`config.mk`:
```
export PLATFORM = sky130hd
export DESIGN_NAME = bch_bm_seq
export DESIGN_NICKNAME = d
export VERILOG_FILES = /design/src/rtl/bch_pkg.sv /design/src/rtl/gf_mult_param.sv /design/src/rtl/bch_bm_seq.sv
export SDC_FILE = /design/constraint.sdc
export NUM_CORES = 1
export LEC_CHECK = 0
export BUFFER_PORTS_ARGS = -buffer_cell sky130_fd_sc_hd__buf_4
export CAP_MARGIN = 5
export CORE_MARGIN = 2
export CORE_UTILIZATION = 65
export CTS_CLUSTER_DIAMETER = 50
export CTS_CLUSTER_SIZE = 28
export DETAILED_ROUTE_END_ITERATION = 12
export HOLD_SLACK_MARGIN = 0.08
export PLACE_DENSITY = 0.87
export SLEW_MARGIN = 0
export SYNTH_ARGS = -nofsm -noshare
export SYNTH_HDL_FRONTEND = slang
export SYNTH_SLANG_ARGS = --single-unit
```
`constraint.sdc`:
```
create_clock -name clk -period 7.6 [get_ports clk]
set_input_delay 0 -clock clk [delete_from_list [all_inputs] [get_ports clk]]
set_output_delay 0 -clock clk [all_outputs]
set_load 0.02 [all_outputs]
```
`src/rtl/bch_pkg.sv`:
```
// Shared types and GF(2^m) arithmetic for the BCH Berlekamp-Massey engine.
// Field functions work on a fixed maximum width; the active width is passed as m.
package bch_pkg;

    typedef enum logic [2:0] {IDLE, DISC, UPD, NORM, DONE} bm_state_t;

    localparam int GF_MAX_M = 16;

    typedef logic [GF_MAX_M-1:0] gf_elem_t;
    typedef logic [GF_MAX_M:0]   gf_poly_t;

    localparam logic [4:0] PRIM_POLY_M4 = 5'h13;
    localparam logic [5:0] PRIM_POLY_M5 = 6'h25;
    localparam logic [6:0] PRIM_POLY_M6 = 7'h43;
    localparam logic [7:0] PRIM_POLY_M7 = 8'h89;
    localparam logic [8:0] PRIM_POLY_M8 = 9'h11D;

    // Shift-and-add multiply with reduction by poly after every shift.
    function automatic gf_elem_t gf_mul_f(input gf_elem_t a, input gf_elem_t b,
                                          input gf_poly_t poly, input int m);
        gf_elem_t acc;
        gf_poly_t sh;
        acc = '0;
        sh  = {1'b0, a};
        for (int i = 0; i < GF_MAX_M; i++) begin
            if (i < m) begin
                if (b[i]) acc ^= sh[GF_MAX_M-1:0];
                sh = sh << 1;
                if (sh[5'(m)]) sh ^= poly;
            end
        end
        return acc;
    endfunction

    // a^(2^m - 2) by repeated squaring; the inverse of zero comes out as zero.
    function automatic gf_elem_t gf_inv_f(input gf_elem_t a, input gf_poly_t poly, input int m);
        gf_elem_t sq;
        gf_elem_t res;
        sq  = a;
        res = gf_elem_t'(1);
        for (int i = 1; i < GF_MAX_M; i++) begin
            if (i < m) begin
                sq  = gf_mul_f(sq, sq, poly, m);
                res = gf_mul_f(res, sq, poly, m);
            end
        end
        return res;
    endfunction

endpackage

```
`src/rtl/gf_mult_param.sv`:
```
// Combinational M-bit GF(2^M) multiplier, one per coefficient lane.
module gf_mult_param
    import bch_pkg::*;
#(
    parameter int         M         = 5,
    parameter logic [M:0] PRIM_POLY = 6'h25
) (
    input  logic [M-1:0] a,
    input  logic [M-1:0] b,
    output logic [M-1:0] p
);

    assign p = M'(gf_mul_f(GF_MAX_M'(a), GF_MAX_M'(b), (GF_MAX_M+1)'(PRIM_POLY), M));

endmodule

```
`src/rtl/bch_bm_seq.sv`:
```
// Sequential inversionless Berlekamp-Massey solver for binary BCH over GF(2^M).
// Define BCH_BM_NORM_EN to add a final NORM step that scales the locator to Lambda0 = 1.
module bch_bm_seq
    import bch_pkg::*;
#(
    parameter int         M         = 5,
    parameter int         T         = 2,
    parameter logic [M:0] PRIM_POLY = 6'h25,
    parameter int         LW        = $clog2(2*T+1)
) (
    input  logic                 clk,
    input  logic                 rst_n,
    input  logic                 in_valid,
    output logic                 in_ready,
    input  logic [2*T*M-1:0]     syn_i,
    output logic                 out_valid,
    input  logic                 out_ready,
    output logic [(T+1)*M-1:0]   lambda_o,
    output logic [LW-1:0]        deg_o,
    output logic                 fail_o
);

    bm_state_t      state_reg, state_next;
    logic [M-1:0]   syn_reg [1:2*T];
    logic [M-1:0]   lam_reg [0:T];
    logic [M-1:0]   b_reg   [0:T];
    logic [M-1:0]   gamma_reg, delta_reg;
    logic [LW-1:0]  l_reg, r_reg;

    logic [M-1:0]   disc_prod  [0:T];
    logic [M-1:0]   scale_prod [0:T];
    logic [M-1:0]   corr_prod  [0:T];
    logic [M-1:0]   x_lam      [0:T];
    logic [M-1:0]   x2_b       [0:T];
    logic [M-1:0]   scale_op, delta_sum;
    logic           accept, swap;

`ifdef BCH_BM_NORM_EN
    logic           lam0_zero_reg;
    logic [M-1:0]   inv_lam0;
    assign inv_lam0 = M'(gf_inv_f(GF_MAX_M'(lam_reg[0]), (GF_MAX_M+1)'(PRIM_POLY), M));
    // The gamma*Lambda lanes are reused for the final scaling by inv(Lambda0).
    assign scale_op = (state_reg == NORM) ? inv_lam0 : gamma_reg;
    assign fail_o   = (l_reg > LW'(T)) || lam0_zero_reg;
`else
    assign scale_op = gamma_reg;
    assign fail_o   = (l_reg > LW'(T));
`endif

    assign accept = in_valid && in_ready;
    assign swap   = (delta_reg != '0) && (l_reg <= r_reg);
    assign deg_o  = l_reg;

    genvar gi;
    generate
        for (gi = 0; gi <= T; gi++) begin : g_lane
            logic [M-1:0] syn_sel;
            logic [M-1:0] x_b;

            // Syndrome S(2r+1-i); indices outside 1..2T contribute nothing.
            always_comb begin
                syn_sel = '0;
                for (int j = 1; j <= 2*T; j++) begin
                    if (2*int'(r_reg) + 1 - gi == j) syn_sel = syn_reg[j];
                end
            end

            if (gi == 0) begin : g_low
                assign x_b       = '0;
                assign x_lam[gi] = '0;
                assign x2_b[gi]  = '0;
            end else if (gi == 1) begin : g_one
                assign x_b       = b_reg[gi-1];
                assign x_lam[gi] = lam_reg[gi-1];
                assign x2_b[gi]  = '0;
            end else begin : g_high
                assign x_b       = b_reg[gi-1];
                assign x_lam[gi] = lam_reg[gi-1];
                assign x2_b[gi]  = b_reg[gi-2];
            end

            gf_mult_param #(.M(M), .PRIM_POLY(PRIM_POLY)) u_disc (
                .a(lam_reg[gi]), .b(syn_sel), .p(disc_prod[gi]));
            gf_mult_param #(.M(M), .PRIM_POLY(PRIM_POLY)) u_scale (
                .a(scale_op), .b(lam_reg[gi]), .p(scale_prod[gi]));
            gf_mult_param #(.M(M), .PRIM_POLY(PRIM_POLY)) u_corr (
                .a(delta_reg), .b(x_b), .p(corr_prod[gi]));

            assign lambda_o[gi*M +: M] = lam_reg[gi];
        end
    endgenerate

    always_comb begin
        delta_sum = '0;
        for (int i = 0; i <= T; i++) delta_sum ^= disc_prod[i];
    end

    always_ff @(posedge clk or negedge rst_n) begin
        if (!rst_n) state_reg <= IDLE;
        else        state_reg <= state_next;
    end

    always_comb begin
        state_next = state_reg;
        in_ready   = 1'b0;
        out_valid  = 1'b0;
        case (state_reg)
            IDLE: begin
                in_ready = 1'b1;
                if (in_valid) state_next = DISC;
            end
            DISC: state_next = UPD;
            UPD: begin
                if (r_reg < LW'(T-1)) state_next = DISC;
`ifdef BCH_BM_NORM_EN
                else                  state_next = NORM;
`else
                else                  state_next = DONE;
`endif
            end
            NORM: state_next = DONE;
            DONE: begin
                out_valid = 1'b1;
                if (out_ready) state_next = IDLE;
            end
            default: state_next = IDLE;
        endcase
    end

    always_ff @(posedge clk or negedge rst_n) begin
        if (!rst_n) begin
            for (int i = 0; i <= T; i++) begin
                lam_reg[i] <= '0;
                b_reg[i]   <= '0;
            end
            lam_reg[0] <= M'(1);
            b_reg[0]   <= M'(1);
            for (int j = 1; j <= 2*T; j++) syn_reg[j] <= '0;
            gamma_reg <= M'(1);
            delta_reg <= '0;
            l_reg     <= '0;
            r_reg     <= '0;
`ifdef BCH_BM_NORM_EN
            lam0_zero_reg <= 1'b0;
`endif
        end else begin
            case (state_reg)
                IDLE: begin
                    if (accept) begin
                        for (int i = 0; i <= T; i++) begin
                            lam_reg[i] <= '0;
                            b_reg[i]   <= '0;
                        end
                        lam_reg[0] <= M'(1);
                        b_reg[0]   <= M'(1);
                        for (int j = 1; j <= 2*T; j++) syn_reg[j] <= syn_i[(j-1)*M +: M];
                        gamma_reg <= M'(1);
                        l_reg     <= '0;
                        r_reg     <= '0;
`ifdef BCH_BM_NORM_EN
                        lam0_zero_reg <= 1'b0;
`endif
                    end
                end
                DISC: delta_reg <= delta_sum;
                UPD: begin
                    for (int i = 0; i <= T; i++) begin
                        lam_reg[i] <= scale_prod[i] ^ corr_prod[i];
                        b_reg[i]   <= swap ? x_lam[i] : x2_b[i];
                    end
                    if (swap) begin
                        gamma_reg <= delta_reg;
                        l_reg     <= LW'(2*int'(r_reg) + 1 - int'(l_reg));
                    end
                    r_reg <= r_reg + LW'(1);
                end
`ifdef BCH_BM_NORM_EN
                NORM: begin
                    if (lam_reg[0] != '0) begin
                        for (int i = 0; i <= T; i++) lam_reg[i] <= scale_prod[i];
                    end
                    lam0_zero_reg <= (lam_reg[0] == '0);
                end
`endif
                default: ;
            endcase
        end
    end

endmodule
```
# == Yosys cells after proc, flatten, opt, wreduce, memory -nomap -nowiden ==
# Index checks and enable logic that the tools add are counted.
# word_totals
memories,0
output_inout_bits,21
inputBits,24
elab_cells,197
latchBits,0
ram_bits,0
ff_bits,64
rom_bits,0
# op_classes
add_sub_neg,5
n_eq_ne,20
n_mul,0
div,0
n_shift,0
n_reduce_logical,9
mux,90
magnitude_cmp,3
n_bitwise,56
# ops
op,n
5-bit two-way mux,56
5-bit XOR,36
"32-bit by 3-bit == test with 1-bit output, second input constant",4
3-bit two-way mux,25
"32-bit by 2-bit == test with 1-bit output, second input constant",2
"32-bit by 4-bit == test with 1-bit output, second input constant",2
15-bit one-hot mux with 2 select lines,2
2-bit inverter,20
15-bit two-way mux,1
3-bit one-hot mux with 5 select lines,1
3-bit one-hot mux with 2 select lines,2
"5-bit by 2-bit == test with 1-bit output, second input constant",2
5-bit one-hot mux with 2 select lines,1
"2-bit != test, second input constant",4
"3-bit by 2-bit == test with 1-bit output, second input constant",2
2-bit AND reduction,3
"5-bit by 1-bit subtractor with 6-bit output, second input constant",1
"5-bit by 2-bit subtractor with 6-bit output, second input constant",1
"4-bit by 1-bit adder with 5-bit output, second input constant",1
"5-bit by 1-bit == test with 1-bit output, second input constant",1
"5-bit by 3-bit == test with 1-bit output, second input constant",1
5-bit nonzero test,1
"3-bit by 1-bit adder with 3-bit output, second input constant",1
"3-bit by 1-bit == test with 1-bit output, second input constant",1
other kinds (10),12

# == Longest topological paths before layout ==
# Gate-level depths: netlist of the first run.
# depth
word_depth,18
ltp_mapped,12
mapped_depth_nobuf,11

# == By module ==
# From an unflattened synthesis of the first run, not the netlist that was laid out.
# hier_totals
hier_cells,817
hier_area_um2,6776.5
# modules_own_cells
module,area_each_um2,n_inst,cells_per_inst
gf_mult_param,427.9,9,59
bch_bm_seq,2925.3,1,286

# == Worst setup path after synthesis of the first run ==
# OpenSTA, ideal clock, no wires.
# synth_path
kind,register -> register
startpoint,register r_reg[0]
endpoint,register delta_reg[2]
required_ps,7522
path_slack_ps,5010
synth_period_minus_slack_ps,2590
path_stages_with_launch,11
t_arrival_ps,2513
n_path_buf,1
cell_sequence,dfrtp_1 -> inv_1 -> ha_1 -> buf_6 -> nand3b_1 -> a211oi_1 -> o21ai_1 -> a21oi_1 -> xnor3_1 -> xnor3_1 -> a21oi_1
# synth_via
elab_chain_len,18
elab_cells_between_ends,56
classes_between,3 x add/sub; 12 x eq/ne; 27 x mux; 14 x bitwise
# synth_rtl
element,line_no,text
from (decl),bch_bm_seq.sv:28,"logic [LW-1:0] l_reg, r_reg;"
from (signal assigned),bch_bm_seq.sv:175,r_reg <= r_reg + LW'(1);
4-bit by 1-bit adder with 5-bit output (*),-,
5-bit by 1-bit subtractor with 6-bit output,bch_bm_seq.sv:64,if (2*int'(r_reg) + 1 - gi == j) syn_sel = syn_reg[j];
32-bit by 2-bit == test with 1-bit output,bch_bm_seq.sv:64,
5-bit two-way mux (4 in a row),bch_bm_seq.sv:64,
5-bit two-way mux,bch_pkg.sv:27,if (b[i]) acc ^= sh[GF_MAX_M-1:0];
5-bit XOR,bch_pkg.sv:27,
5-bit two-way mux,bch_pkg.sv:27,
5-bit XOR,bch_pkg.sv:27,
5-bit two-way mux,bch_pkg.sv:27,
5-bit XOR,bch_pkg.sv:27,
5-bit two-way mux,bch_pkg.sv:27,
5-bit XOR,bch_pkg.sv:27,
5-bit two-way mux,bch_pkg.sv:27,
5-bit XOR,bch_bm_seq.sv:95,for (int i = 0; i <= T; i++) delta_sum ^= disc_prod[i];
5-bit XOR (*),bch_bm_seq.sv:95,
to (signal assigned),bch_bm_seq.sv:165,DISC: delta_reg <= delta_sum;
to (decl),bch_bm_seq.sv:27,"logic [M-1:0] gamma_reg, delta_reg;"
# Mark *: on every way between the ends. The rest lies on a longest branch, timed or not.
# A chain may end at the register's enable or synchronous reset.

# == Worst setup path in the final report of the first run ==
# layout_path
startpoint,register r_reg[1]
endpoint,register delta_reg[2]
# Same word-level chain as after synthesis.

==> results.md, run 1 <==
- Period utilisation layout: between 40% and 50%
- Total power: 2410 µW
- Worst path bufs/invs: 1
- Final setup viols: 0
- Final #Nets: 823
- Unrepaired setup endpoints after global routing: false
- Layout area overhead: 10.7%
- Cells after synthesis: 767
- Post-synth design cell area: 5850 µm²
- Drt total wl: 16100 µm
- Die Width: just under 100 µm
- Clock Path Buffers: 2
- Starting DRT DRC Count: 485
- Number of clock sinks: 60
- Initial antenna violation count: 0
- Max-Cap Viols: 0
- Post-CTS Setup Inserts: 0
- Clock latency on the worst-skew pair: around 0.36 ns
- First-pass GRT wire length: 26900 µm
- CP required: 7.89 ns
- Drt drc: 0
- CP Launch Type: register
- H-tree depth: 3
- Hold crit path type: input port to register
- Synth top area share: 24.4%
- Cell Chain, Critical Path: inv_1 -> ha_1 -> nor2b_1 -> o21ai_1 -> o21ai_0 -> a32oi_1 -> o221ai_1 -> xnor3_1 -> a21oi_1
- Register area share after synthesis: 25.7%
- CTS tree: built
- Leading area contributor after synthesis: dfrtp_1
- Vias in the first global route: 5471
- Total leakage power: 0.00268 µW
- Avg WL per Cell: 17.8 µm
- Setup CP Type: register to register
- Antenna fix cells: 0
- Rows: 34
- Average size of a mapped cell: about 7.6 µm²
- Core Region: around 8700 µm²
- CP max stage delay: 0.62 ns
- Most frequent cells in the layout: 210 x nand2_1, 96 x xnor2_1, 57 x dfrtp_1, 50 x o21ai_0, 48 x buf_4
- Hold wc startpoint: in_valid
- Setup TNS: 0 ns
- Status: completed
- Layout Cells excl Fill: 902
- Maximum clock rate: between 200 and 300 MHz
- PostCTS Resize Cnt: 0
- Reg2reg start: r_reg[1]$_DFFE_PN0P_
- Ys flop type: dfrtp_1
- Slew margin rel.: 24.0%
- Slack of the worst reg-to-reg path: 4.00 ns
- Commonest non-fill, non-tap cell in the layout: nand2_1
- Top Ports: 45
- CTS clock-pin slew for the worst setup and hold paths: 0.08 ns
- Hold EP: g_lane[1].x_b[0]$_DFFE_PN1P_
- FF-to-FF path depth: 9
- Worst Tran Pin Value: 1.14 ns
- Drt first pass iters: 5
- Netlist cell types: 58
- Placed cell count: 864
- GRT Total Usage: between 30% and 40%
- Port bufs: 44
- Flops & latches, synth: 60
- Fin util: between 70% and 80%
- Final antenna-violating net count: 0
- Setup crit end kind: register
- Max reg flops: 20
- Max Slew Vio Count: 0
- Post-DP HPWL: 10400 µm
- EDFF count, synth: 0
- TritonCTS Buffers: 9
- Post-synthesis net count: 801
- Slowest CP cell: nor2b_1
- Layout cells sized above 1: 11.6%
- R2R Path End: delta_reg[2]$_DFFE_PN0N_
- Largest cells by area after synthesis: dfrtp_1 24%, xnor2_1 14%, nand2_1 13%, o21ai_0 4.3%, xor2_1 3.9%
- Placer Congestion: between 0.8 and 0.9
- Hold Violations, Final: 0
- Pwr Density: around 370 nW/µm²
- CP arrival: 3.88 ns
- FFs w/ async S/R, synth: 100%
- Ys Warns: 0
- Peak supply drop: 0.000249 V
- CTS Root Buffer Type: clkbuf_8
- Grt ovf: 0
- Die Ht: 98.9 µm
- Drt via density: between 6 and 7
- Hold buffer count at cts: 22
- Starting Density: 67.1%
- Crit path time final: 3.60 ns
- WHS Path Cells: 4
- Maximum fanout along the worst path: 16
- Top delay family on crit path: compound AO/OA/AOI/OAI gates
- Die area: 9780 µm²
- Clock Skew: 0.0108 ns
- Largest net degree at the start of global routing: 61
- Via count: approximately 5600
-- worst reg2reg max path, cell delays in order (launching register included) --
cell and delay, ns:
dfrtp_1 0.44, inv_1 0.14, ha_1 0.56, nor2b_1 0.63, o21ai_1 0.45, o21ai_0 0.35, a32oi_1 0.15, o221ai_1 0.24
xnor3_1 0.43, a21oi_1 0.14
-- logic make-up after synthesis --
group,synth area share (%)
compound gates,17.2
xor+xnor,21.4
mux,3.93
flops,25.7
buf+inv,5.30
fa+ha+maj,2.14
simple gates,24.3
-- synth_stat cells (5+ instances only) --
master	n
a21oi_1	24
clkbuf_1	42
xnor2_1	96
nand2b_1	17
o22ai_1	5
buf_2	5
ha_1	10
dfrtp_1	57
inv_1	13
a22oi_1	15
buf_1	6
o21ai_0	50
and3b_1	6
o211ai_1	9
nand3_1	24
nand3b_1	15
a22o_1	10
a21boi_0	6
nor2_1	25
xor2_1	26
mux2i_1	5
and2_1	5
nand2_1	210
xnor3_1	7
mux2_2	16
-- stage by stage --
| stage | cell area [µm²] | setup slack (ns) | hold slack (ns) |
|---|---|---|---|
| 2_1_floorplan | 5850 | 5.01 | -0.296 |
| 3_3_place_gp | 6090 | 4.37 | 0.123 |
| 3_5_place_dp | 6090 | 4.20 | 0.134 |
| 4_1_cts | 6480 | 4.08 | 0.173 |
| 5_1_grt | 6480 | 3.71 | 0.221 |
| 6_report | 6480 | 4.00 | 0.183 |
-- cell type report --
class	instances	area, µm²
clock buffer	14	163
sequential	60	1510
clock inverter	2	10.0
timing repair buffer	70	581
tap	108	135
multi-input combinational	635	4040
inverter	13	48.8
fill	631	2240
-- power breakdown --
| group | internal, µW | switching, µW | leakage, µW |
|---|---|---|---|
| logic | 654 | 753 | 0.00182 |
| clock network | 136 | 139 | 0.0000905 |
| registers | 438 | 289 | 0.000770 |
-- worst max-delay path by stage --
stage	start	endpoint	slack (ns)	cells after the start
finish	r_reg[1]$_DFFE_PN0P_	delta_reg[2]$_DFFE_PN0N_	4.00	9
global placement	r_reg[1]$_DFFE_PN0P_	delta_reg[2]$_DFFE_PN0N_	4.37	10
CTS	r_reg[1]$_DFFE_PN0P_	delta_reg[2]$_DFFE_PN0N_	4.08	9
floorplan	r_reg[0]$_DFFE_PN0P_	delta_reg[2]$_DFFE_PN0N_	5.01	10
detailed placement	r_reg[1]$_DFFE_PN0P_	delta_reg[2]$_DFFE_PN0N_	4.20	10
global route	r_reg[1]$_DFFE_PN0P_	delta_reg[2]$_DFFE_PN0N_	3.71	9
-- per-layer routing --
layer / routed length (µm) / vias up / global-route usage (%) / share of wire (%)
met5: 0 / - / 0 / 0
met4: 545 / 0 / 13.6 / 3.4
met3: 1210 / 56 / 6.81 / 7.5
met2: 7690 / 280 / 56.7 / 48
met1: 6630 / 2667 / 44.7 / 41
li1: - / 2610 / - / -
Note: power is estimated with default switching activity, not from simulation.
==> run 2: changes to the inputs <==
- CORE_UTILIZATION: 65 -> 56
- PLACE_DENSITY: 0.87 -> 0.8
- clock period: 7.6 -> 3.2 ns (I/O delays scaled with it)
==> results.md, run 2 (same netlist as run 1, synthesis figures left out) <==
- Status: completed
- Maximum clock rate: 345 MHz (+24%)
- Starting DRT DRC Count: 460 (-5.2%)
- Hold wc startpoint: in_valid
- Drt first pass iters: 6 (+1)
- P_sw: 2860 µW (+140%)
- Grt ovf: 0 (unchanged)
- Final antenna-violating net count: 0 (unchanged)
- Worst Tran Pin Value: 0.796 ns (-0.341 ns)
- CTS clock-pin slew for the worst setup and hold paths: 0.08 ns (about the same)
- Int Pwr: 3240 µW (+160%)
- WHS Path Cells: 5 (+1)
- Number of clock sinks: 60 (unchanged)
- Slew margin rel.: 46.9% (+23 points)
- Port bufs: 44 (unchanged)
- Via count: 5595 (-0.32%)
- Post-CTS Setup Inserts: 0 (unchanged)
- Antenna fix cells: 0 (unchanged)
- Clock Path Buffers: 2 (unchanged)
- Drt via density: 5.91 (-5.1%)
- Pwr Density: 908 nW/µm² (+140%)
- Starting Density: 57.2% (-9.9 points)
- Final #Nets: 840 (+2.1%)
- Clock latency on the worst-skew pair: 0.37 ns (about the same)
- Combinational share of power: 59.2% (+0.8 points)
- GRT busiest layer: met2
- Layout Cells excl Fill: 947 (+5.0%)
- Area of the multi-input gates: 4040 µm² (about the same)
- Die area: 11300 µm² (+15%)
- Drt drc: 0 (unchanged)
- First-pass GRT wire length: 27000 µm (+0.20%)
- Hold EP: syn_reg[13]$_DFFE_PN0P_
- Layout area overhead: 14.9%
- Maximum fanout along the worst path: 7 (-9)
- Largest net degree at the start of global routing: 61 (unchanged)
- Setup TNS: 0 ns (unchanged)
- Crit path time final: 2.90 ns (-0.700 ns)
- GRT Total Usage: 30.4% (-4.0 points)
- CP required: 3.50 ns (-4.39 ns)
- Worst Setup SP: r_reg[0]$_DFFE_PN0P_
- TritonCTS Buffers: 9 (unchanged)
- Top Ports: 45 (unchanged)
- CTS tree: built
- Total leakage power: 0.00281 µW (+4.6%)
- Setup CP Type: register to register
- Net Sw Frac: 46.9% (-2.1 points)
- Post-DP HPWL: 11100 µm (+7.2%)
- Clock Skew: 0.0128 ns (+0.00208 ns)
- Avg WL per Cell: 17.2 µm (-3.2%)
- Slack of the worst reg-to-reg path: 0.30 ns (-3.70 ns)
- M1 GR Usage: 37.6% (-7.1 points)
- Placer Congestion: 0.936 (+6.4%)
- Clock Power Share: 14.6% (+3.2 points)
- Storage element area: 1510 µm² (unchanged)
- Seq pwr share: 26.2% (-4.0 points)
- Core Region: 10200 µm² (+17%)
- Rows: 37 (+8.8%)
- Commonest non-fill, non-tap cell in the layout: nand2_1
- Layout cells sized above 1: 13.8% (+2.2 points)
- Placed cell count: 909 (+5.2%)
- Peak supply drop: 0.000642 V (+160%)
- Period utilisation layout: 90.6% (+43 points)
- CP arrival: 3.19 ns (-0.69 ns)
- Grt met3 use: 4.41% (-2.4 points)
- H-tree depth: 3 (unchanged)
- Hold Violations, Final: 0 (unchanged)
- Setup crit end kind: register
- Die Ht: 106 µm (+7.4%)
- CTS Root Buffer Type: clkbuf_8
- Filler instances: 879 (+39%)
- CP Launch Type: register
- Max-Cap Viols: 0 (unchanged)
- Max reg flops: 20 (unchanged)
- Reg2reg start: r_reg[0]$_DFFE_PN0P_
- Fin util: 65.7% (-8.6 points)
- FF-to-FF path depth: 11 (+2)
- Final setup viols: 0 (unchanged)
- Hold crit path type: input port to register
- Most frequent cells in the layout: 210 x nand2_1, 96 x xnor2_1, 65 x buf_4, 57 x dfrtp_1, 50 x o21ai_0
- Vias in the first global route: 5572 (+1.8%)
- Unrepaired setup endpoints after global routing: false
- Met2 GRT Util: 50.8% (-5.9 points)
- R2R Path End: delta_reg[2]$_DFFE_PN0N_
- Drt total wl: 16300 µm (+1.6%)
- Max Slew Vio Count: 0 (unchanged)
- Die Width: 106 µm (+7.4%)
- Initial antenna violation count: 0 (unchanged)
==> run 2: cell types whose count changed in the layout (fill, tap and decap cells not counted) <==
cell,change
clkbuf_1,-2
bufinv_16,+3
ha_1,-1
buf_4,+17
clkinv_2,-1
ha_2,+1
==> run 2: what timing repair did <==
action	in CTS	in global routing
endpoints found under the hold margin	78	0
resized for setup	0	1
endpoints found under the setup margin	0	4
hold buffers	22	0
==> run 2: worst max path at each step <==
stage	endpoint	slack [ns]
2_1_floorplan	delta_reg[2]$_DFFE_PN0N_	0.61
3_3_place_gp	delta_reg[2]$_DFFE_PN0N_	0.33
3_5_place_dp	delta_reg[2]$_DFFE_PN0N_	0.14
4_1_cts	delta_reg[2]$_DFFE_PN0N_	0.12
5_1_grt	delta_reg[2]$_DFFE_PN0N_	0.05
6_report	delta_reg[2]$_DFFE_PN0N_	0.30
==> run 2: critical path: stages (launching register included) <==
cell and delay [ns]:
dfrtp_1 0.45, inv_1 0.12, ha_1 0.24, ha_1 0.25, nand2_1 0.15, o21a_1 0.27, nand2_1 0.14, o22ai_1 0.19
a32oi_1 0.07, o221ai_1 0.34, xnor3_1 0.46, a21oi_1 0.14
==> run 2: area by class of cell <==
| type | instances | area share, % |
|---|---|---|
| clock inverters | 4 | 1.41 |
| clock buffers | 12 | 2.31 |
| repair buffers | 87 | 10.5 |
| inverters | 13 | 0.726 |
| well taps | 136 | 2.53 |
| flip-flops and latches | 60 | 22.4 |
| multi-input cells | 635 | 60.1 |
==> run 2: per-stage QoR <==
step           worst slack (ns)  area, µm²  hold WS (ns)  power [µW]
2_1_floorplan             0.610       5850        -0.296        4210
3_3_place_gp              0.326       6250         0.131        4970
3_5_place_dp              0.144       6250         0.143        5100
4_1_cts                   0.120       6720         0.244        6050
5_1_grt                  0.0542       6720         0.288        6540
6_report                  0.301       6720         0.264        6100
==> run 2: per-layer routing <==
| layer | part of all wire (%) | routed length, µm |
|---|---|---|
| met1 | 41 | 6770 |
| met4 | 3.9 | 641 |
| met2 | 48 | 7810 |
| met3 | 6.7 | 1100 |
| met5 | 0 | 0 |
==> run 2: power by group through the flow <==
stage	combinational (µW)	clock (µW)	sequential (µW)
final	3610	890	1600
after global routing	3950	938	1640
after detailed placement	3500	0	1590
after global placement	3380	0	1580
after CTS	3560	901	1580
after floorplan	2920	0	1290
